File: src/rtl/clk_div_pkg.sv
// Shared constants and helpers for the clk50 timebase generators.
// Latency: n/a (compile-time only).
// Backpressure: n/a.
//
// Holds the system clock rate, the common divisor constants used by the
// display, debounce and timekeeping consumers, and width helpers.
package clk_div_pkg;

    localparam int CLK50_HZ  = 50_000_000;

    // Divisors give the tick period in clk50 cycles; sq runs at half the tick rate.
    localparam int DIV_1HZ   = 25_000_000;
    localparam int DIV_100HZ = 250_000;
    localparam int DIV_1KHZ  = 25_000;

    // Bits needed to hold a divisor up to max_div.
    function automatic int div_width(input int max_div);
        return (max_div < 2) ? 1 : $clog2(max_div + 1);
    endfunction

    // Channel-select width; a single channel still gets a 1-bit select.
    function automatic int sel_width(input int ch);
        return (ch > 1) ? $clog2(ch) : 1;
    endfunction

endpackage

File: src/rtl/clk_div_chan.sv
// One programmable tick channel: counter, active/shadow divisor, tick and sq.
// Latency: tick registered one edge after the q==div-1 cycle; divisor applied at the next wrap.
// Backpressure: none; en_i stalls the count, writes are always accepted.
//
// Ports:
//   clk50, reset    clock, asynchronous active-high reset
//   en_i            count enable
//   sync_i          restart counter, clear tick/sq, apply any new divisor now
//   wr_i, wr_div_i  accepted divisor write (already validated by the top)
//   tick_o, sq_o    one-cycle period enable, square output
// Square output logic exists only when CLKDIV_SQUARE_EN is defined.
module clk_div_chan
    import clk_div_pkg::*;
#(
    parameter int W       = 26,
    parameter int DEF_DIV = DIV_1HZ
) (
    input  logic         clk50,
    input  logic         reset,
    input  logic         en_i,
    input  logic         sync_i,
    input  logic         wr_i,
    input  logic [W-1:0] wr_div_i,
    output logic         tick_o,
    output logic         sq_o
);

    localparam logic [W-1:0] DEF = W'(DEF_DIV);
    localparam logic [W-1:0] ONE = W'(1);

    logic [W-1:0] q_q, q_d;
    logic [W-1:0] div_q, div_d;
    logic [W-1:0] sdiv_q, sdiv_d;
    logic         pend_q, pend_d;
    logic         tick_q, tick_d;

    logic         wrap;
    logic         apply;
    logic         have_new;
    logic [W-1:0] new_div;

    // ">=" rather than "==" so that a divisor shrunk below a held count
    // wraps on the next enabled cycle instead of running through 2^W.
    assign wrap     = en_i && (q_q >= (div_q - ONE));

    // Divisor changes only at a period boundary, on sync, or while the
    // channel is idle, so a running period is never truncated.
    assign apply    = sync_i || wrap || !en_i;
    assign have_new = wr_i || pend_q;
    assign new_div  = wr_i ? wr_div_i : sdiv_q;

    always_comb begin
        q_d    = q_q;
        div_d  = div_q;
        sdiv_d = wr_i ? wr_div_i : sdiv_q;
        pend_d = pend_q || wr_i;
        tick_d = wrap && !sync_i;

        if (sync_i || wrap) begin
            q_d = '0;
        end else if (en_i) begin
            q_d = q_q + ONE;
        end

        if (apply && have_new) begin
            div_d  = new_div;
            pend_d = 1'b0;
        end
    end

    always_ff @(posedge clk50 or posedge reset) begin
        if (reset) begin
            q_q    <= '0;
            div_q  <= DEF;
            sdiv_q <= DEF;
            pend_q <= 1'b0;
            tick_q <= 1'b0;
        end else begin
            q_q    <= q_d;
            div_q  <= div_d;
            sdiv_q <= sdiv_d;
            pend_q <= pend_d;
            tick_q <= tick_d;
        end
    end

    assign tick_o = tick_q;

`ifdef CLKDIV_SQUARE_EN
    logic sq_q, sq_d;

    always_comb begin
        sq_d = sq_q;
        if (sync_i) begin
            sq_d = 1'b0;
        end else if (wrap) begin
            sq_d = ~sq_q;
        end
    end

    always_ff @(posedge clk50 or posedge reset) begin
        if (reset) begin
            sq_q <= 1'b0;
        end else begin
            sq_q <= sq_d;
        end
    end

    assign sq_o = sq_q;
`else
    assign sq_o = 1'b0;
`endif

endmodule

File: src/rtl/clk_div_multi.sv
// Multi-channel programmable clock-enable generator on clk50.
// Latency: tick one edge after wrap; err one edge after the rejected load.
// Backpressure: none; every load is accepted or flagged on err.
//
// Ports:
//   clk50, reset               clock, asynchronous active-high reset
//   en[CH]                     per-channel count enable
//   sync                       restart all channels in phase
//   load, load_sel, load_div   single-cycle divisor write
//   tick[CH], sq[CH]           period enables and square outputs
//   err                        one-cycle pulse on rejected write
// Define CLKDIV_SQUARE_EN to build the sq flops; otherwise sq is tied low.
module clk_div_multi
    import clk_div_pkg::*;
#(
    parameter int CH      = 4,
    parameter int W       = 26,
    parameter int DEF_DIV = DIV_1HZ,
    localparam int SELW   = sel_width(CH)
) (
    input  logic            clk50,
    input  logic            reset,
    input  logic [CH-1:0]   en,
    input  logic            sync,
    input  logic            load,
    input  logic [SELW-1:0] load_sel,
    input  logic [W-1:0]    load_div,
    output logic [CH-1:0]   tick,
    output logic [CH-1:0]   sq,
    output logic            err
);

    // One extra bit so CH itself is representable when CH is a power of two.
    localparam logic [SELW:0] CH_L = (SELW + 1)'(CH);

    logic [SELW:0] sel_ext;
    logic          sel_oob;
    logic          bad_wr;
    logic          good_wr;
    logic          err_q, err_d;

    assign sel_ext = {1'b0, load_sel};
    assign sel_oob = (sel_ext >= CH_L);
    assign bad_wr  = load && ((load_div == '0) || sel_oob);
    assign good_wr = load && !bad_wr;
    assign err_d   = bad_wr;

    always_ff @(posedge clk50 or posedge reset) begin
        if (reset) begin
            err_q <= 1'b0;
        end else begin
            err_q <= err_d;
        end
    end

    assign err = err_q;

    for (genvar i = 0; i < CH; i++) begin : g_chan
        logic wr_this;

        assign wr_this = good_wr && (sel_ext == (SELW + 1)'(i));

        clk_div_chan #(
            .W       (W),
            .DEF_DIV (DEF_DIV)
        ) u_chan (
            .clk50    (clk50),
            .reset    (reset),
            .en_i     (en[i]),
            .sync_i   (sync),
            .wr_i     (wr_this),
            .wr_div_i (load_div),
            .tick_o   (tick[i]),
            .sq_o     (sq[i])
        );
    end

endmodule
File: config.mk
export PLATFORM = sky130hd
export DESIGN_NAME = clk_div_multi
export DESIGN_NICKNAME = d
export VERILOG_FILES = /design/src/rtl/clk_div_pkg.sv /design/src/rtl/clk_div_chan.sv /design/src/rtl/clk_div_multi.sv
export SDC_FILE = /design/constraint.sdc
export NUM_CORES = 1
export LEC_CHECK = 0
export ABC_AREA = 0
export BUFFER_PORTS_ARGS = -buffer_cell sky130_fd_sc_hd__clkbuf_2
export CAP_MARGIN = 30
export CORE_ASPECT_RATIO = 1.4
export CORE_UTILIZATION = 50
export DETAILED_ROUTE_END_ITERATION = 8
export GPL_TIMING_DRIVEN = 1
export PLACE_DENSITY_LB_ADDON = 0.05
export SKIP_LAST_GASP = 1
export SLEW_MARGIN = 20
export SYNTH_ARGS = -nofsm -noshare
export SYNTH_HDL_FRONTEND = slang
export SYNTH_SLANG_ARGS = --single-unit
File: constraint.sdc
create_clock -name clk50 -period 13.49 [get_ports clk50]
set_input_delay 3.3725 -clock clk50 [delete_from_list [all_inputs] [get_ports clk50]]
set_output_delay 3.3725 -clock clk50 [all_outputs]
set_load 0.005 [all_outputs]
==> out/metrics.cfg <==
[timing]
tns_ns = 0
max_freq_mhz = 167
hold_viol = 0
setup_viol = 0
rsz0062_at_grt = false
drv_slew = 0
min_period_over_period_pct = 44.4
finalCriticalPeriod_ns = 5.99
tightest_slew_ns = 0.943
fin_worst_skew_ns = 0.0193
slew_headroom_pct = 37.0
holdWs_ns = 0.459

[detailed_routing]
drtPass1Iterations = 7
viasPerCell = 6.01
post-route-drc-count = 2
routed_wl_um = 47400
wire_per_inst_um = 19.7
drt_iter0_markers = 943
ant_nets = 0
vias = 14400

[power_and_ir_drop]
ir_drop_mv = 0.123
p_leak_nw = 8.52
p_per_area_nw_per_um2 = 134
power_frac_comb_pct = 16.1
total_power_w = 0.00274
power_switching_w = 0.000768
seq_power_share_pct = 47.0
clkPwrFrac_pct = 36.9
p_sw_share_pct = 28.1
p_int_w = 0.00197

[global_routing]
grt_max_degree = 146
overflow = 0
grt_pass1_wl_um = 77400
grt_usage_pct = 25.8
grt_pass1_vias = 14100
antenna_found_initial = 4

[floorplanning]
die_h_um = 230
core_sq_um = 36600
start_util_pct = 50.6
die_area_sq_um = 37800
die_w_um = 165
io_pins = 45
row_count = 83

[clock_network]
cts_setup_buffers = 0
cts_hold_buf = 0
cts_tree = built
clk_latency_ns = 0.53
clock_sinks = 321
numCtsBuffers = 36
root_buffer = clkbuf_16
clock_path_buffers = 3
htree_levels = 2
clk_pin_slew_ns = 0.06
ctsResizeCount = 0

[placement]
numPortBuffers = 40
dpl.hpwl_um = 33200
placed_area_sq_um = 19100
place.gp.congestion = 0.802

[cells_and_area]
area_delta_synth_final_pct = 10.3
nets = 2051
drive_gt1_share_pct = 16.6
stdcell_area_sq_um = 20400

[run_status]
violations = design-rule violations
status = finished with violations

[critical_path]
cpPeakStageDelay_ns = 0.58
critPathKind = input pin to flip-flop
critPathLaunchType = input pin
path_cells = clkbuf_2 -> nor4_1 -> nand4_1 -> o21ai_1 -> or3_2 -> buf_4 -> nand2_1 -> buf_8 -> o22ai_1 -> a2bb2oi_1
cp_slowest_cell = nand2_1
arrival_ns = 6.36
required_ns = 13.86
critPathMaxFanout = 54
worstSetupEndpointType = flip-flop

[synth]
synth_warnings = 0
yosys_most_used_dff = dfrtp_1
synth_cell_types = 68
synthCells = 1908
synthArstFlopShare_pct = 100
seq_area_frac_synth_pct = 44.0
syn_area_per_cell_sq_um = 9.70
ys_ff_latch = 321
netlist_area_sq_um = 18500
synth_edf_count = 0

[worst_hold_path]
hp-class = flip-flop to flip-flop

[flow_run]
maxCapViolCount = 0

layer usage:
layer	track usage [%]	share of wire [%]	vias up
li1	-	-	6977
met1	35.1	45	7169
met2	43.0	49	209
met3	3.68	3.5	60
met4	6.68	2.1	6
met5	0	0.078	-
power groups by stage:
stage               clock [W]  sequential (W)  combinational (W)
floorplan                   0         0.00125           0.000355
global placement            0         0.00130           0.000425
detailed placement          0         0.00130           0.000441
CTS                   0.00104         0.00129           0.000443
global route          0.00107         0.00131           0.000499
finish                0.00101         0.00129           0.000441
worst max-delay path, delay by kind of cell:
family | cells | cell delay [ns]
AO/OA/AOI/OAI | 3 | 0.57
AND/OR/NAND/NOR | 4 | 1.33
buffers and inverters | 3 | 1.03
Yosys cell counts, types with 11 or more instances:
cell type	instances	area (sq um)
dfrtp_1	225	5630
nand2_1	213	800
nor2_1	149	559
ha_1	112	1400
clkbuf_1	103	387
dfstp_2	96	2520
mux2_2	83	935
o22ai_1	80	500
xnor2_1	79	692
a2bb2oi_1	75	657
nor3_1	70	350
o21ai_0	64	320
xor2_1	62	543
a21oi_1	59	295
nand3_1	54	270
nor4_1	43	269
nand4_1	39	244
a22oi_1	34	255
o2bb2ai_1	29	254
inv_1	27	101
and3_1	23	144
or3_1	19	119
nand2b_1	13	81.3
nor2b_1	13	81.3
or4_1	11	82.6
state kept, by name, indices dropped and copies added, names as in the netlist:
name                  count
g_chan.u_chan.div_q     104
g_chan.u_chan.sdiv_q    104
g_chan.u_chan.pend_q      4
g_chan.u_chan.tick_o      4
g_chan.u_chan.q_q       104
err                       1
metrics by stage:
step	utilization, %	setup WS [ns]	std cells
floorplan	-	1.39	1911
global placement	52.1	6.75	2322
detailed placement	52.3	6.94	2325
CTS	55.6	7.50	2391
global route	55.8	7.38	2399
finish	55.8	7.50	2399
worst paths after layout:
check / cells past startpoint / startpoint / slack (ns) / end
worst min-delay path: 2 / g_chan[1].u_chan.sdiv_q[11]$_DFF_PP1_ / 0.46 / g_chan[1].u_chan.sdiv_q[11]$_DFF_PP1_
worst min register to register: 2 / g_chan[1].u_chan.sdiv_q[11]$_DFF_PP1_ / 0.46 / g_chan[1].u_chan.sdiv_q[11]$_DFF_PP1_
worst max-delay path: 10 / load_div[4] / 7.50 / g_chan[3].u_chan.div_q[23]$_DFFE_PP0P_
worst max register to register: 13 / g_chan[1].u_chan.div_q[2]$_DFFE_PP0P_ / 8.42 / g_chan[1].u_chan.div_q[0]$_DFFE_PP0P_
max in group asynchronous: 3 / reset / 9.66 / g_chan[2].u_chan.div_q[15]$_DFFE_PP0P_
min in group asynchronous: 2 / reset / 2.78 / g_chan[1].u_chan.q_q[9]$_DFFE_PP0P_
final cells by class:
cell class / count / area [sq um]
timing repair buffer: 74 / 532
clock buffer: 55 / 1070
antenna: 1 / 2.50
clock inverter: 11 / 149
inverter: 29 / 116
sequential: 321 / 8150
fill: 3282 / 16100
tap: 467 / 584
multi-input combinational: 1441 / 9810
kinds of logic (layout without fill, tap and decap cells):
logic type      Yosys count  in the layout  synth area share, %
other cells               1              5               0.0203
flops                   321            321                 44.0
buf+inv                 149            169                 3.20
mux                      86             86                 5.21
compound gates          412            412                 15.4
fa+ha+maj               112            112                 7.57
simple gates            686            686                 17.9
xor+xnor                141            141                 6.67
placed cells by master, fill, tap and decap left out, drive strengths merged, types with 4 or more instances in the layout:
master   count
dfrtp      225
nand2      213
nor2       149
ha         112
clkbuf      97
dfstp       96
mux2        83
o22ai       80
xnor2       79
a2bb2oi     75
nor3        70
o21ai       66
xor2        62
a21oi       59
nand3       55
nor4        43
nand4       39
a22oi       34
buf         32
o2bb2ai     29
inv         27
and3        23
or3         20
nand2b      13
nor2b       13
or4         12
and4        10
clkinv      10
a31oi        9
o211ai       9
a21o         8
o31ai        7
nor3b        7
a211oi       5
nand4b       5
and2         5
a211o        4
nor4b        4
conb         4
(Power assumes the default switching activity.)
